### config.mk
export PLATFORM = sky130hd
export DESIGN_NAME = fp_mul_arbiter
export DESIGN_NICKNAME = d
export VERILOG_FILES = /design/src/rtl/fp_pkg.sv /design/src/rtl/rr_arbiter.sv /design/src/rtl/fp_mul_arbiter.sv
export SDC_FILE = /design/constraint.sdc
export NUM_CORES = 1
export LEC_CHECK = 0
export ABC_AREA = 0
export BUFFER_PORTS_ARGS = -buffer_cell sky130_fd_sc_hd__buf_4
export CORE_AREA = 2 2 180 182
export DETAILED_ROUTE_END_ITERATION = 12
export DIE_AREA = 0 0 182 184
export PLACE_DENSITY_LB_ADDON = 0.25
export SETUP_SLACK_MARGIN = 0.2
export SLEW_MARGIN = 25
export SYNTH_ARGS = -nofsm -noshare
export SYNTH_HDL_FRONTEND = slang
export SYNTH_SLANG_ARGS = --single-unit
### constraint.sdc
create_clock -name clk -period 4.02 [get_ports clk]
set_input_delay 0.804 -clock clk [delete_from_list [all_inputs] [get_ports clk]]
set_output_delay 0.804 -clock clk [all_outputs]
set_load 0.005 [all_outputs]
### src/rtl/fp_pkg.sv
// Shared definitions for the floating-point multiplier arbiter: rounding modes,
// exception flag positions, canonical NaN encodings and the controller states.
package fp_pkg;

    localparam logic [2:0] RM_RNE = 3'd0;
    localparam logic [2:0] RM_RTZ = 3'd1;
    localparam logic [2:0] RM_RDN = 3'd2;
    localparam logic [2:0] RM_RUP = 3'd3;
    localparam logic [2:0] RM_RMM = 3'd4;

    // Positions inside the {nv,of,uf,nx} flag nibble.
    localparam int FLAG_NV = 3;
    localparam int FLAG_OF = 2;
    localparam int FLAG_UF = 1;
    localparam int FLAG_NX = 0;

    localparam logic [31:0] CANON_NAN32 = 32'h7FC0_0000;
    localparam logic [63:0] CANON_NAN64 = 64'h7FF8_0000_0000_0000;

    typedef enum logic [1:0] {
        ST_IDLE,
        ST_ISSUE,
        ST_WAIT,
        ST_RESP
    } state_t;

    // Encodings 5..7 are reserved and never reach the multiplier.
    function automatic logic rm_is_legal(input logic [2:0] rm);
        return (rm <= RM_RMM);
    endfunction

endpackage

### src/rtl/rr_arbiter.sv
// Combinational round-robin pick: first set request at or after ptr, wrapping.
// Produces a one-hot grant plus the granted index.
module rr_arbiter #(
    parameter int NREQ  = 4,
    parameter int IDX_W = 2
) (
    input  logic [NREQ-1:0]  req,
    input  logic [IDX_W-1:0] ptr,
    output logic [NREQ-1:0]  grant,
    output logic [IDX_W-1:0] grant_idx,
    output logic             any
);

    logic [IDX_W:0]   sum;
    logic [IDX_W-1:0] sel;

    // Scan from the farthest offset down so the closest hit to ptr wins last.
    always_comb begin
        grant     = '0;
        grant_idx = '0;
        sum       = '0;
        sel       = '0;
        for (int k = NREQ - 1; k >= 0; k--) begin
            sum = {1'b0, ptr} + (IDX_W + 1)'(k);
            if (sum >= (IDX_W + 1)'(NREQ)) begin
                sum = sum - (IDX_W + 1)'(NREQ);
            end
            sel = sum[IDX_W-1:0];
            if (req[sel]) begin
                grant      = '0;
                grant[sel] = 1'b1;
                grant_idx  = sel;
            end
        end
    end

    assign any = |req;

endmodule

### src/rtl/fp_mul_arbiter.sv
// Shares one multi-cycle FP multiplier among NREQ requesters, round-robin,
// with illegal rounding-mode filtering, a done watchdog and sticky flags.
module fp_mul_arbiter
    import fp_pkg::*;
#(
    parameter int FLEN    = 32,
    parameter int NREQ    = 4,
    parameter int TAG_W   = 5,
    parameter int TIMEOUT = 15
) (
    input  logic                  clk,
    input  logic                  reset_n,
    input  logic [NREQ-1:0]       req_valid,
    output logic [NREQ-1:0]       req_ready,
    input  logic [NREQ*FLEN-1:0]  req_a,
    input  logic [NREQ*FLEN-1:0]  req_b,
    input  logic [NREQ*3-1:0]     req_rm,
    input  logic [NREQ*TAG_W-1:0] req_tag,
    output logic [NREQ-1:0]       resp_valid,
    input  logic [NREQ-1:0]       resp_ready,
    output logic [FLEN-1:0]       resp_result,
    output logic [3:0]            resp_flags,
    output logic [TAG_W-1:0]      resp_tag,
    output logic                  mul_start,
    output logic [2:0]            mul_rm,
    output logic [FLEN-1:0]       mul_a,
    output logic [FLEN-1:0]       mul_b,
    input  logic                  mul_busy,
    input  logic                  mul_done,
    input  logic [FLEN-1:0]       mul_result,
    input  logic [3:0]            mul_flags,
    output logic [3:0]            fflags_acc,
    input  logic                  fflags_clr,
    output logic                  timeout_err
);

    localparam int IDX_W = (NREQ > 1) ? $clog2(NREQ) : 1;
    localparam int WD_W  = $clog2(TIMEOUT + 1);
    localparam logic [63:0]     NAN_WIDE  = (FLEN == 64) ? CANON_NAN64 : {32'h0, CANON_NAN32};
    localparam logic [FLEN-1:0] CANON_NAN = NAN_WIDE[FLEN-1:0];
    localparam logic [3:0]      NV_ONLY   = 4'b0001 << FLAG_NV;

    logic [FLEN-1:0]  a_arr   [NREQ];
    logic [FLEN-1:0]  b_arr   [NREQ];
    logic [2:0]       rm_arr  [NREQ];
    logic [TAG_W-1:0] tag_arr [NREQ];

    genvar gi;
    generate
        for (gi = 0; gi < NREQ; gi++) begin : g_unpack
            assign a_arr[gi]   = req_a[gi*FLEN +: FLEN];
            assign b_arr[gi]   = req_b[gi*FLEN +: FLEN];
            assign rm_arr[gi]  = req_rm[gi*3 +: 3];
            assign tag_arr[gi] = req_tag[gi*TAG_W +: TAG_W];
        end
    endgenerate

    state_t           state_reg, state_next;
    logic [IDX_W-1:0] rr_ptr_reg, rr_ptr_next;
    logic [IDX_W-1:0] g_reg, g_next;
    logic [FLEN-1:0]  a_reg, a_next;
    logic [FLEN-1:0]  b_reg, b_next;
    logic [2:0]       rm_reg, rm_next;
    logic [TAG_W-1:0] tag_reg, tag_next;
    logic [FLEN-1:0]  res_reg, res_next;
    logic [3:0]       flags_reg, flags_next;
    logic [WD_W-1:0]  wd_cnt_reg, wd_cnt_next;
    logic             timeout_err_reg, timeout_err_next;
    logic [3:0]       fflags_acc_reg, fflags_acc_next;

    logic [NREQ-1:0]  grant;
    logic [IDX_W-1:0] grant_idx;
    logic             grant_any;

    rr_arbiter #(
        .NREQ  (NREQ),
        .IDX_W (IDX_W)
    ) u_rr_arbiter (
        .req       (req_valid),
        .ptr       (rr_ptr_reg),
        .grant     (grant),
        .grant_idx (grant_idx),
        .any       (grant_any)
    );

    always_ff @(posedge clk or negedge reset_n) begin
        if (!reset_n) begin
            state_reg       <= ST_IDLE;
            rr_ptr_reg      <= '0;
            g_reg           <= '0;
            a_reg           <= '0;
            b_reg           <= '0;
            rm_reg          <= '0;
            tag_reg         <= '0;
            res_reg         <= '0;
            flags_reg       <= '0;
            wd_cnt_reg      <= '0;
            timeout_err_reg <= 1'b0;
            fflags_acc_reg  <= '0;
        end else begin
            state_reg       <= state_next;
            rr_ptr_reg      <= rr_ptr_next;
            g_reg           <= g_next;
            a_reg           <= a_next;
            b_reg           <= b_next;
            rm_reg          <= rm_next;
            tag_reg         <= tag_next;
            res_reg         <= res_next;
            flags_reg       <= flags_next;
            wd_cnt_reg      <= wd_cnt_next;
            timeout_err_reg <= timeout_err_next;
            fflags_acc_reg  <= fflags_acc_next;
        end
    end

    always_comb begin
        state_next       = state_reg;
        rr_ptr_next      = rr_ptr_reg;
        g_next           = g_reg;
        a_next           = a_reg;
        b_next           = b_reg;
        rm_next          = rm_reg;
        tag_next         = tag_reg;
        res_next         = res_reg;
        flags_next       = flags_reg;
        wd_cnt_next      = wd_cnt_reg;
        timeout_err_next = timeout_err_reg;
        fflags_acc_next  = fflags_acc_reg;
        mul_start        = 1'b0;
        case (state_reg)
            ST_IDLE: begin
                if (grant_any) begin
                    g_next   = grant_idx;
                    a_next   = a_arr[grant_idx];
                    b_next   = b_arr[grant_idx];
                    rm_next  = rm_arr[grant_idx];
                    tag_next = tag_arr[grant_idx];
                    if (!rm_is_legal(rm_arr[grant_idx])) begin
                        res_next   = CANON_NAN;
                        flags_next = NV_ONLY;
                        state_next = ST_RESP;
                    end else begin
                        state_next = ST_ISSUE;
                    end
                end
            end
            ST_ISSUE: begin
                if (!mul_busy) begin
                    mul_start   = 1'b1;
                    wd_cnt_next = '0;
                    state_next  = ST_WAIT;
                end
            end
            ST_WAIT: begin
                if (mul_done) begin
                    res_next   = mul_result;
                    flags_next = mul_flags;
                    state_next = ST_RESP;
                end else if (wd_cnt_reg == WD_W'(TIMEOUT - 1)) begin
                    res_next         = CANON_NAN;
                    flags_next       = NV_ONLY;
                    timeout_err_next = 1'b1;
                    state_next       = ST_RESP;
                end else begin
                    wd_cnt_next = wd_cnt_reg + 1'b1;
                end
            end
            ST_RESP: begin
                if (resp_ready[g_reg]) begin
                    fflags_acc_next = fflags_acc_reg | flags_reg;
                    rr_ptr_next     = (g_reg == IDX_W'(NREQ - 1)) ? '0 : g_reg + 1'b1;
                    state_next      = ST_IDLE;
                end
            end
            default: state_next = ST_IDLE;
        endcase
        // A clear wins over an OR-in landing in the same cycle.
        if (fflags_clr) begin
            fflags_acc_next = '0;
        end
    end

    always_comb begin
        resp_valid = '0;
        if (state_reg == ST_RESP) begin
            resp_valid[g_reg] = 1'b1;
        end
    end

    // Gated by reset_n so the accept pulse drops the moment reset asserts.
    assign req_ready   = (reset_n && state_reg == ST_IDLE) ? grant : '0;
    assign resp_result = res_reg;
    assign resp_flags  = flags_reg;
    assign resp_tag    = tag_reg;
    assign mul_a       = a_reg;
    assign mul_b       = b_reg;
    assign mul_rm      = rm_reg;
    assign fflags_acc  = fflags_acc_reg;
    assign timeout_err = timeout_err_reg;

endmodule

==> flow_summary.ini, run 1 <==
[clock_network]
tritoncts.num_buffers = 17
cts_root_buffer = clkbuf_16
clk_pin_slew_ps = 60
clockBufferDepth = 2
cts_htree_levels = 4
cts_resized = 0
cts_num_sinks = 123
clock_latency_ps = 410
cts_tree = yes
holdBufCountCts = 0
post_cts_buffers = 0

[timing]
skew_ps = 10.9
clock.fmax_mhz = 284
relSlewSlack_pct = 47.6
tightestPinTransition_ps = 785
hold_viol = 0
finalCriticalPeriod_ps = 3520
finalCritPeriodShare_pct = 87.7
rsz0062_at_grt = no
setup_violations = 0
slew_viol_final = 0
tns_ps = 0
worst_hold_slack_ps = 476
setup_slack_ps = 496

[global_routing]
grt_pass1_vias = 8509
grt_pass1_wl_um = 48300
grt_max_degree = 83
grtUsageTotal_pct = 18.5
antenna_found_initial = 2
overflow = 0

[setup_path]
r2r_start = rr_ptr_reg[0]
critPathMaxFanout = 19
rr_worst_depth = 12
cp.arrival_ps = 2720
r2r-end = mul_b[25]
crit_required_ps = 3220
r2r_slack_ps = 670
setup.worst_path.class = reg2out
end_kind = output pin
start_kind = flop

[yosys]
syn_area_per_cell_sq_um = 9.61
netlist.area_leader.share_pct = 36.7
syn_nets = 1227
ys_types = 48
synth_area_leaders = dfrtp_1 37%, a211oi_1 13%, mux2i_1 9.1%, a21o_1 6.5%, nor2b_1 5.9%
synth.yosys.seq_area_share_pct = 36.7
async_reset_ff_share_pct = 100
synth_commonest_cells = 145 x a211oi_1, 123 x dfrtp_1, 79 x nor2b_1
yosysTopAreaCell = dfrtp_1
synth.most_common_cell = a211oi_1
synthFlopType = dfrtp_1
netlist_instances = 873
synth-edff-count = 0
yosysWarnings = 0
ys_ff_latch = 123
syn_area_sq_um = 8390

[die]
io_pins = 459
die-area_sq_um = 33500
coreArea_sq_um = 31400
fp.dieW_um = 182
rows = 65
die_y_um = 184
start_util_pct = 26.7

[power]
p_total_w = 0.0106
power_density_nw_per_um2 = 835
swShare_pct = 43.4
p_clk_share_pct = 15.4
ir_worst_vdd_v = 0.000650
p_int_w = 0.00602
power.share.sequential_pct = 21.6
p_comb_share_pct = 63.0
p_sw_w = 0.00462
p_leak_nw = 6.19

[route]
drt-total-wl_um = 32100
drtPass1Iterations = 4
antenna_left = 0
vias_per_cell = 5.06
route.detailed.drc = 0
vias = 8618
first_iter_violations = 435
wl_per_cell_um = 18.8

[finish]
drive_gt1_share_pct = 40.3
n_fill_cell = 3182
nets = 1641
fin_area_sq_um = 12700
area_growth_pct = 51.8

[min_path]
hold_class = reg2reg
min_from = mul_b[29]
min_path_cells = 1
whs_endpoint = mul_b[29]

[place]
port_buffers = 458
dpl-instance-area_sq_um = 12100
gp_congestion = 0.792
post-place-ws_ps = 648
detailed_place_hpwl_um = 24300

[status]
status = finished clean

[flow_run]
cap_violations = 0
critical path: stages (launching register included):
cell and delay (ps):
dfrtp_1 320, buf_4 230, inv_1 150, ha_1 460, inv_1 90, nand2_1 70, o31a_1 290, a221oi_1 90
a211o_1 290, a21oi_1 190, buf_4 140
per-layer routing:
metal,global-route usage [%],part of all wire (%),vias to the layer above
li1,-,-,4148
met1,21.5,39,4149
met2,32.9,52,296
met3,5.55,7.0,25
met4,5.39,1.7,0
met5,0,0,-
power by group through the flow:
| stage | clock, W | combinational, W | sequential (W) |
|---|---|---|---|
| 6_report | 0.00164 | 0.00670 | 0.00230 |
| 5_1_grt | 0.00175 | 0.00740 | 0.00238 |
| 4_1_cts | 0.00170 | 0.00679 | 0.00230 |
| 3_5_place_dp | 0 | 0.00679 | 0.00231 |
| 3_3_place_gp | 0 | 0.00669 | 0.00229 |
| 2_1_floorplan | 0 | 0.00466 | 0.00230 |
per-stage QoR:
step	cells	util (%)
2_1_floorplan	873	-
3_3_place_gp	1669	38.5
3_5_place_dp	1669	38.5
4_1_cts	1701	40.5
5_1_grt	1703	40.6
6_report	1704	40.6
cell usage in the layout, fill, tap and decap left out, drive strengths merged, types with 2 or more instances in the layout:
| cell type | instances |
|---|---|
| o311ai | 36 |
| and2 | 8 |
| ha | 17 |
| mux4 | 2 |
| buf | 480 |
| mux2i | 78 |
| mux2 | 2 |
| diode | 2 |
| o21ai | 15 |
| bufinv | 3 |
| a211o | 5 |
| dfrtp | 123 |
| nor3 | 2 |
| a21oi | 24 |
| a221oi | 4 |
| a2bb2oi | 26 |
| nor2b | 79 |
| a211oi | 147 |
| nand3 | 40 |
| a22o | 2 |
| nand2b | 4 |
| clkbuf | 19 |
| inv | 17 |
| nand2 | 42 |
| a21o | 73 |
| nor2 | 30 |
| clkinv | 7 |
how the worst max path moves through the flow:
stage | start | to | slack (ps) | depth (start not counted)
2_1_floorplan | rr_ptr_reg[0] | req_ready[0] | 950 | 9
3_3_place_gp | req_valid[1] | req_ready[1] | 640 | 7
3_5_place_dp | req_valid[1] | req_ready[1] | 650 | 7
4_1_cts | rr_ptr_reg[0] | req_ready[1] | 440 | 10
5_1_grt | rr_ptr_reg[0] | req_ready[1] | 210 | 10
6_report | rr_ptr_reg[0] | req_ready[1] | 500 | 10
cells by family (layout without fill, tap and decap cells):
family,count (synthesis),after routing,synth area share [%]
buffers and inverters,100,527,6.88
and+or+nand+nor,210,210,12.9
adders and majority gates,17,17,2.54
AOI/OAI and AO/OA,340,340,30.6
DFF,123,123,36.7
xor gates and xnor gates,1,1,0.104
other,0,2,0
muxes,82,82,10.3
layout make-up:
| type | instances | area [sq um] | share of cell area, % |
|---|---|---|---|
| Clock inverter | 13 | 165 | 1.30 |
| Tap cell | 402 | 503 | 3.95 |
| Sequential cell | 123 | 3080 | 24.2 |
| Clock buffer | 19 | 453 | 3.56 |
| Inverter | 15 | 56.3 | 0.442 |
| Antenna cell | 2 | 5.00 | 0.0393 |
| Multi-Input combinational cell | 650 | 4760 | 37.4 |
| Timing Repair Buffer | 480 | 3710 | 29.2 |
Note: power is estimated with default switching activity, not from simulation.
==> run 2, diff against run 1 <==
Settings changed: CORE_AREA 2 2 180 182 to 2 2 179 181, DIE_AREA 0 0 182 184 to 0 0 181 183.
Clock period 4.02 ns to 3.1 ns, I/O delays scaled along.
==> run 2 against run 1 <==
  * Clock-buffer cell count fell by 1
  * Final area up 0.83%
  * Worst hold slack got worse by 210 ps
  * Global-route usage shrank 0.054 points
  * First-iteration DRC count is 9.9% lower
  * Setup slack lost 320 ps
  * Largest power group unchanged
  * Highest routed layer unchanged
==> flow_summary.ini, run 2 (same netlist as run 1, synthesis figures left out) <==
[status]
status = finished clean

[setup_path]
cp.arrival_ps = 2300
r2r-end = mul_b[20]
cp_slowest_cell = mux4_2
setup.worst_path.class = reg2out
crit_end = req_ready[2]
rr_worst_depth = 10
end_kind = output pin
startpoint = rr_ptr_reg[0]
crit_family = compound AO/OA/AOI/OAI gates
max_stage_delay_ps = 570
r2r_start = rr_ptr_reg[0]
cp.depth = 6
crit_required_ps = 2480
crit_buf_inv = 1
path_cells = mux4_2, a211oi_4, a221oi_2, a211o_1, a21oi_2, buf_4
start_kind = flop
critPathMaxFanout = 4
r2r_slack_ps = 360

[clock_network]
cts_num_sinks = 123
cts_root_buffer = clkbuf_16
clock_latency_ps = 420
holdBufCountCts = 0
clockBufferDepth = 2
cts_tree = yes
cts_htree_levels = 4
tritoncts.num_buffers = 17
clk_pin_slew_ps = 70

[place]
post-place-ws_ps = 109
detailed_place_hpwl_um = 23500
gp_congestion = 0.806
port_buffers = 458

[global_routing]
overflow = 0
grtUsageTotal_pct = 18.5
grt_max_degree = 124
antenna_found_initial = 0
grt_pass1_wl_um = 48300
grt_pass1_vias = 8413

[die]
io_pins = 459
die-area_sq_um = 33100
rows = 65
coreArea_sq_um = 31200
fp.dieW_um = 181
start_util_pct = 26.9
die_y_um = 183

[flow_run]
cap_violations = 0

[route]
vias = 8586
dr_wl_met3_um = 2060
wl_met1_um = 13000
antenna_left = 0
highest_layer = met4
wl_met2_um = 16100
wl_per_cell_um = 18.5
drtPass1Iterations = 4
first_iter_violations = 392
vias_per_cell = 5.02
route.detailed.drc = 0
drt-total-wl_um = 31700

[timing]
rsz0062_at_grt = yes
clock.fmax_mhz = 342
tns_ps = 0
tightestPinTransition_ps = 773
relSlewSlack_pct = 48.5
finalCriticalPeriod_ps = 2920
finalCritPeriodShare_pct = 94.3
setup_slack_ps = 176
skew_ps = 18.3
slew_viol_final = 0
setup_violations = 0
hold_viol = 0

[power]
ir_worst_vdd_v = 0.000571
power_density_nw_per_um2 = 1090
p_leak_nw = 6.22

[finish]
layout_commonest_cell = buf_4
area_growth_pct = 53.1
final_cell_mix = 474 x buf_4, 145 x a211oi_1, 122 x dfrtp_1
drive_gt1_share_pct = 41.4
nets = 1647

[min_path]
hold_class = in2async
-- run 2: routing by layer --
layer	track usage, %	vias up
met4	4.65	0
met1	22.2	4116
met2	32.8	286
li1	-	4158
met5	0	-
met3	4.85	26
-- run 2: where the power goes --
part	total (W)	switching [W]	leakage [nW]	internal [W]
Combinational	0.00895	0.00474	4.45	0.00421
Clock	0.00208	0.000859	0.288	0.00122
Sequential	0.00299	0.000550	1.49	0.00244
Total	0.0140	0.00615	6.22	0.00787
-- run 2: final cells by class --
class,instances,area (sq um)
multi-input combinational,650,4830
sequential,123,3080
fill,3171,18400
clock buffer,18,439
antenna,1,2.50
tap,402,503
timing repair buffer,486,3770
inverter,15,56.3
clock inverter,14,159
-- run 2: through the flow --
step | power [W] | area (sq um) | instances | hold slack [ps] | util [%]
floorplan | 0.00903 | 8390 | 873 | 324 | -
global placement | 0.0117 | 12100 | 1674 | 461 | 38.9
detailed placement | 0.0119 | 12100 | 1674 | 467 | 38.9
CTS | 0.0142 | 12800 | 1708 | 341 | 41.1
global route | 0.0151 | 12800 | 1708 | 350 | 41.1
finish | 0.0140 | 12800 | 1709 | 265 | 41.1
-- run 2: worst min-delay path by stage --
stage	from	end	slack [ps]	cells past startpoint
after floorplan	reset_n	fflags_acc[0]	320	0
final	reset_n	fflags_acc[2]	260	2
after detailed placement	timeout_err	timeout_err	470	1
after global routing	reset_n	fflags_acc[2]	350	2
after CTS	reset_n	fflags_acc[2]	340	2
after global placement	mul_a[20]	mul_a[20]	460	1
-- run 2: what timing repair did --
action	4_1_cts	5_1_grt
gates cloned	0	0
pin swaps	11	0
resized for setup	15	2
setup endpoints to repair	4	6
buffers inserted	2	0
